File: src/rtl/mul_pipe_if.sv
// Issue/result bundle for the pipelined multiplier.
// The issuer drives the operation fields. The multiplier drives the result fields.
interface mul_pipe_if #(
    parameter int WIDTH = 32,
    parameter int RD_W  = 5
);
    logic             valid_i;
    logic [2:0]       funct3_i;
    logic [WIDTH-1:0] op1_data_i;
    logic [WIDTH-1:0] op2_data_i;
    logic [RD_W-1:0]  rd_i;
    logic             ctrl_reg_write_i;
    logic             flush_i;

    logic             valid_result_o;
    logic [WIDTH-1:0] result_o;
    logic [RD_W-1:0]  rd_o;
    logic             ctrl_reg_write_o;
    logic             op_ending_o;
    logic             busy_o;
    logic             unsupported_o;

    // Valid/ready semantics: there is no ready. An issue is taken on every edge
    // where valid_i=1, funct3_i[2]=0 and flush_i=0. A result is presented for
    // exactly one cycle while valid_result_o=1, and the consumer must take it.
    modport master (
        output valid_i, funct3_i, op1_data_i, op2_data_i, rd_i, ctrl_reg_write_i, flush_i,
        input  valid_result_o, result_o, rd_o, ctrl_reg_write_o, op_ending_o, busy_o,
               unsupported_o
    );

    modport slave (
        input  valid_i, funct3_i, op1_data_i, op2_data_i, rd_i, ctrl_reg_write_i, flush_i,
        output valid_result_o, result_o, rd_o, ctrl_reg_write_o, op_ending_o, busy_o,
               unsupported_o
    );
endinterface

File: src/rtl/mul_pipe.sv
// Fully pipelined RV32/64 M-extension multiplier (MUL/MULH/MULHSU/MULHU).
// Slot 0 holds extended operands, slot 1 the selected product, later slots carry it to the output.
module mul_pipe #(
    parameter int WIDTH  = 32,
    parameter int STAGES = 5,
    parameter int RD_W   = 5
) (
    input logic      clk,
    input logic      reset_n,
    mul_pipe_if.slave bus
);
    localparam int LAST = STAGES - 1;

    logic [STAGES-1:0] vld_q, vld_d;
    logic [STAGES-1:0] wr_q, wr_d;
    logic [RD_W-1:0]   rd_q [STAGES];
    logic [RD_W-1:0]   rd_d [STAGES];
    logic [WIDTH-1:0]  res_q [1:LAST];
    logic [WIDTH-1:0]  res_d [1:LAST];
    logic [WIDTH:0]    a_q, a_d;
    logic [WIDTH:0]    b_q, b_d;
    logic              hi_q, hi_d;
    logic              unsup_q, unsup_d;

    logic              accept;
    logic              a_signed;
    logic              b_signed;
    logic [2*WIDTH-1:0] prod;

    always_comb begin
        accept   = bus.valid_i & ~bus.funct3_i[2] & ~bus.flush_i;
        unsup_d  = bus.valid_i &  bus.funct3_i[2] & ~bus.flush_i;
        // MULHU (2'b11) is the only op with unsigned rs1; rs2 is signed only for MUL/MULH.
        a_signed = (bus.funct3_i[1:0] != 2'b11);
        b_signed = ~bus.funct3_i[1];
        a_d      = {a_signed & bus.op1_data_i[WIDTH-1], bus.op1_data_i};
        b_d      = {b_signed & bus.op2_data_i[WIDTH-1], bus.op2_data_i};
        hi_d     = (bus.funct3_i[1:0] != 2'b00);

        vld_d    = {vld_q[STAGES-2:0], accept};
        if (bus.flush_i) begin
            vld_d = '0;
        end
        wr_d     = {wr_q[STAGES-2:0], bus.ctrl_reg_write_i};
        rd_d[0]  = bus.rd_i;
        for (int k = 1; k < STAGES; k++) begin
            rd_d[k] = rd_q[k-1];
        end

        // Modulo-2^(2W) product of the (W+1)-bit operands equals the truncated signed product.
        prod     = {{(WIDTH-1){a_q[WIDTH]}}, a_q} * {{(WIDTH-1){b_q[WIDTH]}}, b_q};
        res_d[1] = hi_q ? prod[2*WIDTH-1:WIDTH] : prod[WIDTH-1:0];
        for (int k = 2; k < STAGES; k++) begin
            res_d[k] = res_q[k-1];
        end
    end

    always_ff @(posedge clk or negedge reset_n) begin
        if (!reset_n) begin
            vld_q   <= '0;
            wr_q    <= '0;
            a_q     <= '0;
            b_q     <= '0;
            hi_q    <= 1'b0;
            unsup_q <= 1'b0;
            for (int k = 0; k < STAGES; k++) begin
                rd_q[k] <= '0;
            end
            for (int k = 1; k < STAGES; k++) begin
                res_q[k] <= '0;
            end
        end else begin
            vld_q   <= vld_d;
            wr_q    <= wr_d;
            a_q     <= a_d;
            b_q     <= b_d;
            hi_q    <= hi_d;
            unsup_q <= unsup_d;
            for (int k = 0; k < STAGES; k++) begin
                rd_q[k] <= rd_d[k];
            end
            for (int k = 1; k < STAGES; k++) begin
                res_q[k] <= res_d[k];
            end
        end
    end

    assign bus.valid_result_o   = vld_q[LAST];
    assign bus.result_o         = res_q[LAST];
    assign bus.rd_o             = rd_q[LAST];
    assign bus.ctrl_reg_write_o = vld_q[LAST] & wr_q[LAST];
    assign bus.op_ending_o      = vld_q[STAGES-2] & ~bus.flush_i;
    assign bus.busy_o           = |vld_q;
    assign bus.unsupported_o    = unsup_q;
endmodule

File: src/flat_wrapper.sv
// flat-port wrapper written by rule: the top's interface ports become plain ports
module mul_pipe_flat 
#(
    parameter int WIDTH  = 32,
    parameter int STAGES = 5,
    parameter int RD_W   = 5
)
  (clk, reset_n, bus_valid_i, bus_funct3_i, bus_op1_data_i, bus_op2_data_i, bus_rd_i, bus_ctrl_reg_write_i, bus_flush_i, bus_valid_result_o, bus_result_o, bus_rd_o, bus_ctrl_reg_write_o, bus_op_ending_o, bus_busy_o, bus_unsupported_o);
  mul_pipe_if #(.WIDTH(WIDTH), .RD_W(RD_W)) bus_i ();
  input logic clk;
  input logic reset_n;
  input wire logic [$bits(bus_i.valid_i)-1:0] bus_valid_i;
  input wire logic [$bits(bus_i.funct3_i)-1:0] bus_funct3_i;
  input wire logic [$bits(bus_i.op1_data_i)-1:0] bus_op1_data_i;
  input wire logic [$bits(bus_i.op2_data_i)-1:0] bus_op2_data_i;
  input wire logic [$bits(bus_i.rd_i)-1:0] bus_rd_i;
  input wire logic [$bits(bus_i.ctrl_reg_write_i)-1:0] bus_ctrl_reg_write_i;
  input wire logic [$bits(bus_i.flush_i)-1:0] bus_flush_i;
  output wire logic [$bits(bus_i.valid_result_o)-1:0] bus_valid_result_o;
  output wire logic [$bits(bus_i.result_o)-1:0] bus_result_o;
  output wire logic [$bits(bus_i.rd_o)-1:0] bus_rd_o;
  output wire logic [$bits(bus_i.ctrl_reg_write_o)-1:0] bus_ctrl_reg_write_o;
  output wire logic [$bits(bus_i.op_ending_o)-1:0] bus_op_ending_o;
  output wire logic [$bits(bus_i.busy_o)-1:0] bus_busy_o;
  output wire logic [$bits(bus_i.unsupported_o)-1:0] bus_unsupported_o;
  assign bus_i.valid_i = bus_valid_i;
  assign bus_i.funct3_i = bus_funct3_i;
  assign bus_i.op1_data_i = bus_op1_data_i;
  assign bus_i.op2_data_i = bus_op2_data_i;
  assign bus_i.rd_i = bus_rd_i;
  assign bus_i.ctrl_reg_write_i = bus_ctrl_reg_write_i;
  assign bus_i.flush_i = bus_flush_i;
  assign bus_valid_result_o = bus_i.valid_result_o;
  assign bus_result_o = bus_i.result_o;
  assign bus_rd_o = bus_i.rd_o;
  assign bus_ctrl_reg_write_o = bus_i.ctrl_reg_write_o;
  assign bus_op_ending_o = bus_i.op_ending_o;
  assign bus_busy_o = bus_i.busy_o;
  assign bus_unsupported_o = bus_i.unsupported_o;
  mul_pipe #(.WIDTH(WIDTH), .STAGES(STAGES), .RD_W(RD_W)) u_core (.clk(clk), .reset_n(reset_n), .bus(bus_i));
endmodule
File: config.mk
export PLATFORM = sky130hd
export DESIGN_NAME = mul_pipe_flat
export DESIGN_NICKNAME = d
export VERILOG_FILES = /design/src/rtl/mul_pipe_if.sv /design/src/rtl/mul_pipe.sv /design/src/flat_wrapper.sv
export SDC_FILE = /design/constraint.sdc
export NUM_CORES = 2
export LEC_CHECK = 0
export CORE_MARGIN = 2
export CORE_UTILIZATION = 50
export CTS_CLUSTER_SIZE = 8
export DETAILED_ROUTE_END_ITERATION = 6
export GPL_TIMING_DRIVEN = 1
export PLACE_DENSITY = 0.65
export SYNTH_ARGS = -nofsm -noshare
export SYNTH_HDL_FRONTEND = slang
export SYNTH_SLANG_ARGS = --single-unit
File: constraint.sdc
create_clock -name clk -period 9.4 [get_ports clk]
set_input_delay 1.41 -clock clk [delete_from_list [all_inputs] [get_ports clk]]
set_output_delay 1.41 -clock clk [all_outputs]
set_load 0.02 [all_outputs]
==> impl_metrics.ini <==
[drt]
drt_iter0_markers = 1690
vias = 29500
post-route-drc-count = 0
wl_um = 113000
wl_per_cell_um = 20.0
routed_via_density = 5.21
firstDrtPassIters = 5
postRouteAntennaNets = 0

[critical_path]
cp-end-kind = flop
critical-path-top-delay-family = adder cells
cpMostUsedCell = fa_1
cp.arrival_ps = 9320
start_kind = flop
critPathRequiredTime_ps = 9870
critPathMaxStageDelay_ps = 940
slowest_stage = dfrtp_1
critPathMaxFanout = 33
path_cells = nand2_1, inv_1, fa_1, fa_1, fa_1, fa_1, inv_1, fa_1, inv_1, fa_1, fa_1, inv_1, fa_1, inv_1, ha_1, a21o_1, a21oi_1, o22ai_1, a211o_1, a221oi_1, a211oi_1, o31a_1, o21a_1, o31ai_1
r2r_slack_ps = 560
critical_path_buf_inv_count = 5
path_class = flop to flop

[sta]
fmax_mhz = 113
slew_viol_final = 0
hold_violations = 0
fin_setup_tns_ps = 0
setup_viol = 0
relSlewSlack_pct = 14.4
finalClockSkew_ps = 38.1
period_share_pct = 94.1
worst_slack_ps = 558
min_period_ps = 8840
worstMarginPinSlew_ps = 1280
rsz0062_at_grt = no

[die]
std_cell_rows = 109
chipHeight_um = 302
dieArea_um2 = 91500
design.core.area_um2 = 88400
die_w_um = 302
start_util_pct = 50.4
num_io_pins = 119

[logic_synthesis]
yosys-top-cells-area = fa_1, dfrtp_1, inv_1, and2_1, ha_1
seq_area_frac_synth_pct = 13.0
synth_ff_type = dfrtp_1
synth_edf_count = 0
ys_ff_latch = 231
syn_area_um2 = 44500
synthCells = 4457
synth_top_area_share_pct = 50.6
ys_warn_count = 0
synth_nets = 5871
yosysTopAreaCell = fa_1
ys_types = 72
syn_avg_cell_area_um2 = 9.99
async_flop_share_pct = 100

[clock_tree]
cts_buffers = 37
cts.clk_slew.worst_paths_ps = 50
clk-insertion-delay-late_ps = 600
h-tree-depth = 2
cts_tree = built
cts_sinks = 231
cts.repair.resized = 0
clockBufferDepth = 3
ctsHoldBuffers = 0
postCtsSetupRepairBufs = 0
clockRootBuffer = clkbuf_16

[finish]
layout-drive-gt1-share_pct = 3.69
syn_to_final_growth_pct = 8.23
final_cells = 5668
num_antenna_cells = 0
nets = 5907

[global_routing]
grt_pass1_vias = 33200
grt_overflow = 0
grt_antenna_before_repair = 2
grt_max_degree = 118
grt_pass1_wl_um = 186000
grt.total_usage_pct = 26.7

[placement]
hpwl_um = 95500
dp_slack_ps = 545
dpl.cell_count = 5619
io_buffers = 118
gp_congestion = 0.923

[run_status]
status = finished clean

[hold_path]
hold_class = flop to flop

[run]
max_cap_violations = 0
==> placed cells by master (no fill, tap or decap), drive strengths merged, types with 5 or more instances in the layout <==
cell type,count
a21boi,6
clkinv,6
buf,93
nand2,580
nor3,16
xor2,23
o211ai,11
o21ai,42
inv,1102
nor2b,35
dfrtp,231
xnor2,44
o21a,11
a21o,29
o31a,5
nand3,11
clkbuf,41
a211oi,8
and2,538
nor2,39
or3,8
nand4,9
fa,1125
clkdlybuf4s50,117
a31oi,5
a21oi,68
o21bai,5
nand2b,13
ha,212
==> registers in the layout, summed over array words and instances, names as in the netlist <==
register                  count
u_core.a_q                   33
u_core.b_q                   33
u_core.bus.rd_o               5
u_core.bus.result_o          32
u_core.bus.unsupported_o      1
u_core.hi_q                   1
u_core.rd_d                  20
u_core.res_d                 96
u_core.vld_q                  5
u_core.wr_q                   5
==> Yosys cell counts, drive strengths merged, types with 3 or more instances <==
cell,count
a21oi,68
o31ai,4
a211o,4
a21boi,6
o21ai,42
inv,1102
or4,3
or3,8
o211ai,11
nor4,4
a221oi,4
nand2,580
mux2i,4
nand4,9
nand2b,13
and2,538
xnor2,44
clkbuf,207
o22ai,3
fa,1125
xor2,23
and3,4
buf,6
a311oi,4
dfrtp,231
a31o,3
o2111ai,3
a21o,29
ha,212
nand3,11
o21bai,5
nor3,16
a31oi,5
a211oi,8
mux2,4
o221ai,3
o31a,5
o21a,11
nor2b,35
nor2,39
==> final timing paths <==
kind	startpoint	cells past startpoint	to
min in group asynchronous	reset_n	1	u_core.rd_d[17]
worst max-delay path	u_core.b_q[0]	24	u_core.res_d[93]
worst max register to register	u_core.b_q[0]	24	u_core.res_d[93]
worst min register to register	u_core.res_d[20]	0	u_core.bus.result_o[20]
max in group asynchronous	reset_n	2	u_core.bus.result_o[11]
worst min-delay path	u_core.res_d[20]	0	u_core.bus.result_o[20]
==> worst reg2reg max path, stage by stage, from the launching register on <==
cell and delay [ps]:
dfrtp_1 940, nand2_1 200, inv_1 180, fa_1 490, fa_1 620, fa_1 570
fa_1 830, inv_1 370, fa_1 580, inv_1 50, fa_1 490, fa_1 490
inv_1 50, fa_1 480, inv_1 40, ha_1 360, a21o_1 210, a21oi_1 160
o22ai_1 110, a211o_1 260, a221oi_1 380, a211oi_1 160, o31a_1 310, o21a_1 170
o31ai_1 210
==> per-layer routing <==
layer	routed length, um	up-vias	share of wire (%)	track usage, %
li1	-	12800	-	-
met1	46200	15800	41	35.1
met2	59100	738	52	47.2
met3	4880	181	4.3	2.89
met4	3320	2	2.9	7.27
met5	13	-	0.011	0
==> logic make-up after synthesis <==
group                      Yosys count  share of synthesized area (%)
muxes                                8                          0.191
adders and majority gates         1337                           56.5
AOI/OAI and AO/OA                  231                           3.55
and+or+nand+nor                   1268                           14.3
buffers and inverters             1315                           11.1
DFF                                231                           13.0
xor gates and xnor gates            67                           1.32
==> metrics by stage <==
stage / hold WS [ps] / area (um2) / utilization (%)
after detailed placement: 335 / 47100 / 53.3
final: 335 / 48200 / 54.5
after global routing: 341 / 48200 / 54.5
after floorplan: 331 / 44500 / -
after global placement: 332 / 47100 / 53.3
after CTS: 332 / 48200 / 54.5
==> final cells by class <==
type	count	area [um2]
clock buffer	41	961
clock inverter	8	146
fill	7882	40200
inverter	1102	4140
multi-input combinational	2911	33800
sequential	231	5780
tap	1165	1460
timing repair buffer	210	1900
Power is not shown: default switching activity piles up to over one toggle a cycle in this logic, so the estimate is an artifact.
